**src/rtl/subtractor_operand_sequencer.sv**
```systemverilog
// Operand-entry sequencer around the combinational 4-bit full subtractor.
// A 2-flop synchroniser and a level debouncer turn the raw push button into
// a one-cycle press pulse. The pulse steps an FSM that captures the minuend
// and subtrahend from the slide switches and then registers difference/borrow.
// Optional build macro: SEQ_RESULT_MAGNITUDE_EN makes the result sign-magnitude
// instead of the raw two's-complement difference.
module subtractor_operand_sequencer #(
    parameter int unsigned STABLE_CYCLES = 3
) (
    input  logic       clk,
    input  logic       rst,
    input  logic [3:0] sw,
    input  logic       btn,
    input  logic [3:0] difference,
    input  logic       borrow_out,
    output logic [3:0] minuend,
    output logic [3:0] subtrahend,
    output logic       borrow_in,
    output logic [3:0] result,
    output logic       result_neg,
    output logic       result_valid,
    output logic [1:0] state
);

    localparam int unsigned CNT_W = (STABLE_CYCLES < 2) ? 1 : $clog2(STABLE_CYCLES);
    localparam logic [CNT_W-1:0] CNT_LAST = CNT_W'(STABLE_CYCLES - 1);

    typedef enum logic [1:0] {
        WAIT_A = 2'b00,
        WAIT_B = 2'b01,
        CALC   = 2'b10,
        SHOW   = 2'b11
    } state_t;

    logic             sync_q1;
    logic             sync_s;
    logic [CNT_W-1:0] db_cnt;
    logic             stable_level;
    logic             press;
    state_t           cur_state;
    state_t           nxt_state;
    logic             load_a;
    logic             load_b;
    logic             do_calc;
    logic [3:0]       calc_value;

    assign borrow_in = 1'b0;
    assign state     = cur_state;

    // Two-flop synchroniser for the asynchronous button
    always_ff @(posedge clk) begin
        if (rst) begin
            sync_q1 <= 1'b0;
            sync_s  <= 1'b0;
        end else begin
            sync_q1 <= btn;
            sync_s  <= sync_q1;
        end
    end

    // Debounce: accept a new level after STABLE_CYCLES consecutive differing cycles;
    // press is raised on the same edge that accepts a 0->1 change
    always_ff @(posedge clk) begin
        if (rst) begin
            db_cnt       <= '0;
            stable_level <= 1'b0;
            press        <= 1'b0;
        end else begin
            press <= 1'b0;
            if (sync_s != stable_level) begin
                if (db_cnt == CNT_LAST) begin
                    stable_level <= sync_s;
                    db_cnt       <= '0;
                    press        <= sync_s;
                end else begin
                    db_cnt <= db_cnt + 1'b1;
                end
            end else begin
                db_cnt <= '0;
            end
        end
    end

    // FSM state register
    always_ff @(posedge clk) begin
        if (rst) begin
            cur_state <= WAIT_A;
        end else begin
            cur_state <= nxt_state;
        end
    end

    // FSM next-state logic; presses during CALC are dropped
    always_comb begin
        nxt_state = cur_state;
        case (cur_state)
            WAIT_A:  if (press) nxt_state = WAIT_B;
            WAIT_B:  if (press) nxt_state = CALC;
            CALC:    nxt_state = SHOW;
            SHOW:    if (press) nxt_state = WAIT_B;
            default: nxt_state = WAIT_A;
        endcase
    end

    // FSM output decode into datapath load strobes
    always_comb begin
        load_a  = 1'b0;
        load_b  = 1'b0;
        do_calc = 1'b0;
        case (cur_state)
            WAIT_A:  load_a  = press;
            WAIT_B:  load_b  = press;
            CALC:    do_calc = 1'b1;
            SHOW:    load_a  = press;
            default: ;
        endcase
    end

    // Result formatting taken from the subtractor outputs
    always_comb begin
`ifdef SEQ_RESULT_MAGNITUDE_EN
        calc_value = borrow_out ? (~difference + 4'd1) : difference;
`else
        calc_value = difference;
`endif
    end

    // Operand and result registers
    always_ff @(posedge clk) begin
        if (rst) begin
            minuend      <= '0;
            subtrahend   <= '0;
            result       <= '0;
            result_neg   <= 1'b0;
            result_valid <= 1'b0;
        end else begin
            if (load_a) begin
                minuend      <= sw;
                result_valid <= 1'b0;
            end
            if (load_b) begin
                subtrahend <= sw;
            end
            if (do_calc) begin
                result       <= calc_value;
                result_neg   <= borrow_out;
                result_valid <= 1'b1;
            end
        end
    end

endmodule
```
**config.mk**
```make
export PLATFORM = sky130hd
export DESIGN_NAME = subtractor_operand_sequencer
export DESIGN_NICKNAME = d
export VERILOG_FILES = /design/src/rtl/subtractor_operand_sequencer.sv
export SDC_FILE = /design/constraint.sdc
export NUM_CORES = 1
export LEC_CHECK = 0
export CAP_MARGIN = 20
export CORE_ASPECT_RATIO = 1.4
export CORE_MARGIN = 10
export CORE_UTILIZATION = 30
export CTS_CLUSTER_SIZE = 25
export DETAILED_ROUTE_END_ITERATION = 8
export MAX_ROUTING_LAYER = met4
export PLACE_DENSITY = 0.65
export SYNTH_ARGS = -nofsm -noshare
export SYNTH_HDL_FRONTEND = slang
export SYNTH_SLANG_ARGS = --single-unit
```
**constraint.sdc**
```tcl
create_clock -name clk -period 3.2 [get_ports clk]
set_input_delay 0.96 -clock clk [delete_from_list [all_inputs] [get_ports clk]]
set_output_delay 0.96 -clock clk [all_outputs]
set_load 0.005 [all_outputs]
```
==> results.toml <==
[run_status]
outcome = "complete, no violations"

[final_layout]
diodes = 0
fillCellCount = 297
drive_gt1_frac = 0.0973
layoutNonFillerInstCount = 150
area_delta_synth_final_pct = 38.6
layout.nets = 130

[global_routing]
grt_max_degree = 16
grt_pass1_vias = 698
grt_pass1_wl_um = 3030
grt_usage = 0.0675
antenna_found_initial = 0
grt-ovfl-total = 0

[placement]
dp_cells = 146
routabilityCongestion = 0.682
dp_hpwl_um = 1450
portBuffers = 27

[setup_path]
reg2reg_depth = 4
startpoint_type = "input port"
crit_fanout = 15
reg2reg_to = "minuend[3]$_SDFFE_PP0P_"
critPathArrivalTime_ns = 2.26
timing.rr.start = "state[0]$_SDFFE_PP0P_"
r2r_slack_ns = 1.95
worst-setup-path-type = "input port to register"
critPathRequiredTime_ns = 3.35
end_kind = "register"

[die]
die_area_sq_um = 5790
rows = 23
die_x_um = 67.2
initial_utilization = 0.319
design.portCount = 29
core_sq_um = 2940
die_h_um = 86.1

[flow_run]
drv_cap = 0

[routing]
drt_pass1_iterations = 4
ant_nets = 0
vias_per_cell = 4.29
wl_per_cell_um = 11.9
drc = 0
initialDrtViolationCount = 25
via_count = 644
drt_wl_total_um = 1790

[synth]
async_flop_share = 0
synth_compound_gate_area_share = 0.0414
muxShareOfSynthArea = 0.150
synth_top_family_by_area = "simple AND/OR/NAND/NOR gates"
yosys_warnings = 0
synth-edff-count = 0
ys.flop_type = "dfxtp_1"
syn_nets = 102
ys_ff_latch = 22
yosys.area_share.xor_xnor = 0.00935
synth_adder_area_share = 0.0534
avgSynthCellArea_sq_um = 10.9
synth_area_sq_um = 937
synth_seq_area_share = 0.470
syn_inst = 86
ys_types = 21
synth-simple-area-share = 0.220

[clock_network]
cts.htree.levels = 1
clock_path_buffers = 2
cts_tree = "yes"
cts_buffers = 3
path_clk_slew_ns = 0.08
cts.sinks = 22
post-cts-setup-buffers = 0
clockRootBuffer = "clkbuf_8"
postCtsResizedCells = 0
clk_latency_ns = 0.25
cts_hold_buf = 0

[power]
vdd_drop_max_uv = 361
power_density_nw_per_um2 = 602
leakagePower_uw = 0.000498

[timing]
min_period_ns = 2.11
hold_viol = 0
setup_tns_ns = 0
setup_viol = 0
rsz0062_at_grt = "no"
fmax_mhz = 473
drv_slew = 0
period_share = 0.660
skew_ns = 0.00222

[hold_path]
min_to = "sync_s$_SDFF_PP0_"
min_delay_path_depth = 1
hold_class = "register to register"
hold_start = "sync_q1$_SDFF_PP0_"
[per-stage QoR]
step	util	instance area (sq um)	setup slack, ns	total power (uW)	hold slack [ns]
floorplan	-	937	1.71	455	0.414
global placement	0.418	1230	0.815	541	0.422
detailed placement	0.418	1230	0.807	543	0.455
CTS	0.442	1300	1.07	795	0.467
global route	0.442	1300	1.01	833	0.480
finish	0.442	1300	1.09	782	0.464
[per-layer routing]
layer  track usage  up-vias  part of all wire
li1              -      336                 -
met1        0.0726      286              0.44
met2         0.107       20              0.47
met3        0.0221        2             0.077
met4        0.0337        0             0.013
met5             -        -                 0
[worst max-delay path by stage]
stage                                      end  cells past startpoint             startpoint  slack (ns)
after floorplan           db_cnt[0]$_SDFF_PP0_                      3                    rst        1.71
after global placement        press$_SDFF_PP0_                      3                    rst        0.82
after detailed placement      press$_SDFF_PP0_                      3                    rst        0.81
after CTS                             state[1]                      1  state[1]$_SDFFE_PP0P_        1.07
after global routing                  state[1]                      1  state[1]$_SDFFE_PP0P_        1.01
final                         press$_SDFF_PP0_                      3                    rst        1.09
[layout by cell type, fill, tap and decap left out]
cell	netlist	final
and2_2	2	2
and2b_1	2	2
and4bb_2	1	1
buf_4	1	1
bufinv_16	0	1
clkbuf_8	0	3
clkdlybuf4s50_1	0	27
conb_1	1	1
dfxtp_1	22	22
ha_1	4	4
inv_1	4	4
mux2i_1	14	14
nand2_1	2	2
nand2b_1	13	13
nor2_1	6	6
nor2b_1	2	2
nor4_1	1	1
nor4_4	1	1
o22ai_1	1	1
o32ai_2	2	2
or2_1	2	2
xnor2_1	1	1
[synthesized netlist by cell type (2+ instances only)]
cell / instances / share of area
and2_2: 2 / 0.016
and2b_1: 2 / 0.016
buf_2: 3 / 0.016
dfxtp_1: 22 / 0.47
ha_1: 4 / 0.053
inv_1: 4 / 0.016
mux2i_1: 14 / 0.15
nand2_1: 2 / 0.0080
nand2b_1: 13 / 0.087
nor2_1: 6 / 0.024
nor2b_1: 2 / 0.013
o32ai_2: 2 / 0.035
or2_1: 2 / 0.013
[flip-flops by register name, indices dropped and copies added (netlist names)]
register and flops:
stable_level 1, sync_s 1, result_neg 1, subtrahend 4
minuend 4, state 2, db_cnt 2, press 1
result_valid 1, result 4, sync_q1 1
[critical path, stage by stage]
cell and delay, ns:
clkdlybuf4s50_1 0.77, buf_4 0.28, and4bb_2 0.25
[kinds of logic (layout without fill, tap and decap cells)]
kind of cell | Yosys count | count (layout)
and+or+nand+nor | 32 | 32
DFF | 22 | 22
other | 1 | 1
adders and majority gates | 4 | 4
muxes | 14 | 14
buffers and inverters | 9 | 36
AOI/OAI and AO/OA | 3 | 3
xor gates and xnor gates | 1 | 1
[cell type report]
| class | count | area, sq um | share of cell area |
|---|---|---|---|
| Multi-Input combinational cell | 55 | 448 | 0.345 |
| Inverter | 4 | 15.0 | 0.0116 |
| Clock buffer | 3 | 41.3 | 0.0318 |
| Tap cell | 37 | 46.3 | 0.0356 |
| Timing Repair Buffer | 28 | 278 | 0.214 |
| Sequential cell | 22 | 440 | 0.339 |
| Clock inverter | 1 | 30.0 | 0.0231 |
[where the power goes]
group	switching (uW)	internal, uW
sequential	17.9	305
combinational	81.7	127
clock	83.8	167
total	183	598
(Power assumes the default switching activity.)
